--- config.mk ---
export PLATFORM = sky130hd
export DESIGN_NAME = draw_sequencer
export DESIGN_NICKNAME = d
export VERILOG_FILES = /design/src/rtl/draw_sequencer.sv
export SDC_FILE = /design/constraint.sdc
export NUM_CORES = 1
export LEC_CHECK = 0
export CAP_MARGIN = 0
export CORE_ASPECT_RATIO = 1.5
export CORE_UTILIZATION = 55
export DETAILED_ROUTE_END_ITERATION = 7
export GPL_ROUTABILITY_DRIVEN = 1
export PLACE_DENSITY = 0.84
export SKIP_LAST_GASP = 1
export SLEW_MARGIN = 10
export SYNTH_ARGS = -nofsm -noshare
export SYNTH_HDL_FRONTEND = slang
export SYNTH_SLANG_ARGS = --single-unit
--- constraint.sdc ---
create_clock -name CLK -period 4.9 [get_ports CLK]
set_input_delay 0.735 -clock CLK [delete_from_list [all_inputs] [get_ports CLK]]
set_output_delay 0.735 -clock CLK [all_outputs]
set_load 0.005 [all_outputs]
--- src/rtl/draw_sequencer.sv ---
`default_nettype none
// ============================================================================
// Module   : draw_sequencer
// Purpose  : Frame-level draw scheduler. Locks to VGA vertical sync and walks
//            room, player, each live enemy slot and HUD, with room-transition
//            frames and a game-over screen.
// Revision : 1.0 - initial release
// ============================================================================
module draw_sequencer #(
  parameter int NUM_ENEMIES  = 5,
  parameter int HEALTH_W     = 3,
  parameter int TRANS_FRAMES = 30,
  localparam int IDX_W       = (NUM_ENEMIES > 1) ? $clog2(NUM_ENEMIES) : 1
) (
  input  logic                   CLK,
  input  logic                   RESET,
  input  logic                   VGA_VS,
  input  logic                   Start,
  input  logic                   NextRoom,
  input  logic                   Done,
  input  logic                   DrawRoomDone,
  input  logic                   DrawHudDone,
  input  logic [HEALTH_W-1:0]    PlayerHealth,
  input  logic [NUM_ENEMIES-1:0] EnemyAlive,
  output logic [2:0]             Draw_state,
  output logic                   DrawRoomEN,
  output logic                   DrawHudEN,
  output logic [IDX_W-1:0]       EnemyIdx,
  output logic                   FrameDone
);

  localparam int CNT_W = (TRANS_FRAMES > 1) ? $clog2(TRANS_FRAMES) : 1;

  typedef enum logic [3:0] {
    S_IDLE     = 4'd0,
    S_TITLE    = 4'd1,
    S_SYNC_HI  = 4'd2,
    S_SYNC_LO  = 4'd3,
    S_ROOM     = 4'd4,
    S_PLAYER   = 4'd5,
    S_ENEMY    = 4'd6,
    S_HUD      = 4'd7,
    S_TRANS    = 4'd8,
    S_GAMEOVER = 4'd9
  } state_t;

  state_t           r_state;
  logic [CNT_W-1:0] r_cnt;
  logic             r_pending;
  logic             r_vs_d;
  logic             r_start_d;

  state_t           w_state_nxt;
  logic [CNT_W-1:0] w_cnt_nxt;
  logic             w_pend_nxt;
  logic [IDX_W-1:0] w_idx_nxt;
  logic             w_frame_done;
  logic             w_vs_fall;
  logic             w_start_rise;
  logic             w_first_found;
  logic [IDX_W-1:0] w_first_idx;
  logic             w_next_found;
  logic [IDX_W-1:0] w_next_idx;

  // Layer select code presented to the pixel datapath for each internal state
  function automatic logic [2:0] state_code(input state_t s);
    case (s)
      S_TITLE:    return 3'd1;
      S_ROOM:     return 3'd2;
      S_PLAYER:   return 3'd3;
      S_ENEMY:    return 3'd4;
      S_HUD:      return 3'd5;
      S_TRANS:    return 3'd6;
      S_GAMEOVER: return 3'd7;
      default:    return 3'd0;
    endcase
  endfunction

  // Edge detects and enemy slot search (lowest live slot, next live slot above current)
  always_comb begin
    w_vs_fall     = r_vs_d & ~VGA_VS;
    w_start_rise  = Start & ~r_start_d;
    w_first_found = 1'b0;
    w_first_idx   = '0;
    w_next_found  = 1'b0;
    w_next_idx    = '0;
    // Scanning downward leaves the lowest qualifying slot as the final winner
    for (int i = NUM_ENEMIES - 1; i >= 0; i--) begin
      if (EnemyAlive[i]) begin
        w_first_found = 1'b1;
        w_first_idx   = IDX_W'(i);
        if (i > int'(EnemyIdx)) begin
          w_next_found = 1'b1;
          w_next_idx   = IDX_W'(i);
        end
      end
    end
  end

  // Next-state logic; health loss takes priority over everything in play states
  always_comb begin
    w_state_nxt  = r_state;
    w_cnt_nxt    = r_cnt;
    w_pend_nxt   = r_pending;
    w_idx_nxt    = EnemyIdx;
    w_frame_done = 1'b0;

    if (NextRoom && !(r_state inside {S_IDLE, S_TITLE, S_GAMEOVER, S_TRANS}))
      w_pend_nxt = 1'b1;

    case (r_state)
      S_IDLE:    if (!VGA_VS) w_state_nxt = S_TITLE;
      S_TITLE:   if (Start) w_state_nxt = S_SYNC_HI;
      S_SYNC_HI: if (VGA_VS) w_state_nxt = S_SYNC_LO;
      S_SYNC_LO: begin
        if (!VGA_VS) begin
          if (r_pending) begin
            w_state_nxt = S_TRANS;
            w_cnt_nxt   = CNT_W'(TRANS_FRAMES - 1);
            w_pend_nxt  = 1'b0;
          end else begin
            w_state_nxt = S_ROOM;
          end
        end
      end
      S_ROOM:    if (DrawRoomDone) w_state_nxt = S_PLAYER;
      S_PLAYER: begin
        if (Done) begin
          w_state_nxt = w_first_found ? S_ENEMY : S_HUD;
          w_idx_nxt   = w_first_idx;
        end
      end
      S_ENEMY: begin
        if (Done) begin
          w_state_nxt = w_next_found ? S_ENEMY : S_HUD;
          w_idx_nxt   = w_next_idx;
        end
      end
      S_HUD: begin
        if (DrawHudDone) begin
          w_state_nxt  = S_SYNC_HI;
          w_frame_done = 1'b1;
        end
      end
      S_TRANS: begin
        if (w_vs_fall) begin
          if (r_cnt == '0) w_state_nxt = S_ROOM;
          else             w_cnt_nxt   = r_cnt - 1'b1;
        end
      end
      S_GAMEOVER: if (w_start_rise) w_state_nxt = S_IDLE;
      default:   w_state_nxt = S_IDLE;
    endcase

    if ((PlayerHealth == '0) && !(r_state inside {S_IDLE, S_TITLE, S_GAMEOVER})) begin
      w_state_nxt  = S_GAMEOVER;
      w_pend_nxt   = 1'b0;
      w_frame_done = 1'b0;
    end
  end

  // State register with Moore outputs registered from the next state
  always_ff @(posedge CLK or posedge RESET) begin
    if (RESET) begin
      r_state    <= S_IDLE;
      r_cnt      <= '0;
      r_pending  <= 1'b0;
      r_vs_d     <= 1'b0;
      r_start_d  <= 1'b0;
      Draw_state <= 3'd0;
      DrawRoomEN <= 1'b0;
      DrawHudEN  <= 1'b0;
      EnemyIdx   <= '0;
      FrameDone  <= 1'b0;
    end else begin
      r_state    <= w_state_nxt;
      r_cnt      <= w_cnt_nxt;
      r_pending  <= w_pend_nxt;
      r_vs_d     <= VGA_VS;
      r_start_d  <= Start;
      Draw_state <= state_code(w_state_nxt);
      DrawRoomEN <= (w_state_nxt == S_ROOM);
      DrawHudEN  <= (w_state_nxt == S_HUD);
      EnemyIdx   <= (w_state_nxt == S_ENEMY) ? w_idx_nxt : '0;
      FrameDone  <= w_frame_done;
    end
  end

endmodule
`default_nettype wire

==> results.cfg <==
[worst_setup_path]
cp.arrival_ns = 2.48
rr_endpoint = EnemyIdx[2]
critPathLaunchType = primary input
crit_fanout = 4
worstPathCellList = clkdlybuf4s50_1 > nor3_1 > a21boi_2 > a41o_1 > a41oi_1 > nand2_1
r2r_start = r_state[2]
ff2ff_path_depth = 5
end_kind = register
r2r_slack_ns = 3.00
cp_num_buf_inv = 1
crit_slowest_cell = nor3_1
worstSetupPathDepth = 6
path_class = in -> reg
crit_required_ns = 5.14
crit_path_end = Draw_state[2]
startpoint = PlayerHealth[1]
cp_slowest_stage_delay_ns = 0.54
critical_path.top_delay_family = simple AND/OR/NAND/NOR gates

[placed_design]
gp_congestion = 0.8113
port_buffers = 24
dp_hpwl_um = 2224

[final_layout]
drive_above_1_share_pct = 15.89
final_util_pct = 70.53
syn2layout_area_growth_pct = 19.90
final_nets = 169
antenna_cells = 0

[yosys]
syn_inst = 128
ys_types = 62
async_flop_share_pct = 100.0
ys_seq_elements = 21
syn_area_mm2 = 0.001314
synth_nets = 145
syn_avg_cell_area_um2 = 10.26
seq_area_frac_synth_pct = 40.00
synth-edff-count = 0
ys_warn_count = 0
synthFlopType = dfrtp_1

[floorplanning]
std_cell_rows = 21
die_w_um = 41.91
io_pins = 25
dieArea_mm2 = 0.002592
die_h_um = 61.86
core_mm2 = 0.002233
initial_core_util_pct = 58.82

[timing]
post-route-period-util_pct = 45.69
hold_viol = 0
relSlewSlack_pct = 48.77
tns_ns = 0
setup_violations = 0
max_freq_ghz = 0.4467
drv_slew = 0
max_slew.worst_pin.slew_ns = 0.7676
grt_setup_unrepaired = no
skew_ns = 0.002713
fin_crit_ns = 2.239

[routing]
ant_nets = 0
wl_um = 2846
num_vias = 1080
post_drt_wl_per_cell_um = 16.36
vias_per_cell = 6.207
drt_iter0_markers = 26
drtPass1Iterations = 4
remaining_drc_errors = 0

[clock_network]
cts_buffers = 3
clock-sinks = 21
clock_latency_ns = 0.30
htreeDepth = 1
cts_buffer_depth = 2
cts_tree = built
clockRootBuffer = clkbuf_4
cts_resized = 0
clk_pin_slew_worst_paths_ns = 0.11
cts_setup_buffers = 0
cts-hold-fix-buffers = 0

[global_routing]
antenna_found_initial = 0
grt_max_degree = 22
grt_pass1_wl_um = 4616
grt_pass1_vias = 999
grt_overflow = 0
grt_usage_pct = 24.03

[power]
ir_worst_vdd_mv = 0.2183
power.leakage_nw = 0.6398
power_density_mw_per_mm2 = 426.0

[worst_hold_path]
hp-start = r_cnt[0]
holdCritPathClass = reg -> reg

[flow_run]
maxCapViolCount = 0

[outcome]
status = finished clean
[logic make-up (layout without fill, tap and decap cells)]
group	Yosys count	count (layout)	synth area share [%]
buffers and inverters	13	36	4.951
AND/OR/NAND/NOR	61	61	31.90
adder cells (fa/ha/maj)	1	1	0.9522
AO/OA/AOI/OAI	28	28	19.43
multiplexers	1	1	0.7619
flip-flops	21	21	40.00
XOR/XNOR	3	3	2.000
[cell type report]
| cell class | instances | area [um2] |
|---|---|---|
| Inverter | 8 | 30.03 |
| Tap cell | 23 | 28.78 |
| Multi-Input combinational cell | 94 | 723.2 |
| Fill cell | 185 | 658.1 |
| Timing Repair Buffer | 24 | 240.2 |
| Clock buffer | 3 | 22.52 |
| Clock inverter | 1 | 5.005 |
| Sequential cell | 21 | 525.5 |
[synthesized netlist by cell type, types with 2 or more instances]
| cell | count | area (um2) |
|---|---|---|
| dfrtp_1 | 21 | 525.5 |
| nor2_1 | 12 | 45.04 |
| nand2_1 | 11 | 41.29 |
| inv_1 | 8 | 30.03 |
| nand4_1 | 5 | 31.28 |
| nor3_1 | 4 | 20.02 |
| a21oi_1 | 3 | 15.01 |
| o21ai_1 | 3 | 15.01 |
| a41oi_1 | 2 | 17.52 |
| and3_1 | 2 | 12.51 |
| buf_4 | 2 | 15.01 |
| nand2b_1 | 2 | 12.51 |
| nor2b_1 | 2 | 12.51 |
| nor3b_1 | 2 | 15.01 |
| xor2_1 | 2 | 17.52 |
[sequential cells by signal, summed over array words and instances (netlist names)]
signal      flops
r_pending       1
r_vs_d          1
Draw_state      3
DrawRoomEN      1
r_start_d       1
FrameDone       1
r_state         4
EnemyIdx        3
DrawHudEN       1
r_cnt           5
[metrics by stage]
step           hold WS (ns)  setup WS (ns)  area [um2]  power [mW]  instances
6_report             0.4836          2.661        1575      0.6711        174
5_1_grt              0.5047          2.580        1575      0.7151        174
4_1_cts              0.4893          2.644        1575      0.6753        174
3_5_place_dp         0.4728          2.343        1548      0.5925        170
3_3_place_gp         0.4668          2.380        1548      0.5783        170
2_1_floorplan        0.4398          3.009        1314      0.5164        128
[layer usage]
layer	global-route usage, %	wire length, um	vias to the layer above
li1	-	-	525
met1	25.32	1115	527
met2	47.77	1612	23
met3	4.046	85	5
met4	9.217	32	0
met5	0	0	-
[report_power, final]
| group | internal, mW | leakage, nW | switching [mW] |
|---|---|---|---|
| Clock | 0.0305 | 0.0177 | 0.0527 |
| Sequential | 0.220 | 0.263 | 0.0800 |
| Combinational | 0.139 | 0.359 | 0.150 |
[worst min path at each step]
stage                     endpoint  slack (ns)  cells after the start
after floorplan           r_cnt[0]        0.44                      1
after global placement    r_cnt[0]        0.47                      1
after detailed placement  r_cnt[0]        0.47                      1
after CTS                 r_cnt[0]        0.49                      1
after global routing      r_cnt[0]        0.50                      1
final                     r_cnt[0]        0.48                      1
[layout by cell type (no fill, tap or decap), drive strengths merged, types with 3 or more instances in the layout]
master	synthesis	routed
nand2	12	12
nor2	13	13
a21oi	5	5
clkdlybuf4s50	0	24
nor2b	3	3
clkbuf	1	3
nor3	6	6
inv	8	8
dfrtp	21	21
and3	3	3
o21ai	4	4
nor3b	3	3
nand4	6	6
(Power assumes the default switching activity.)
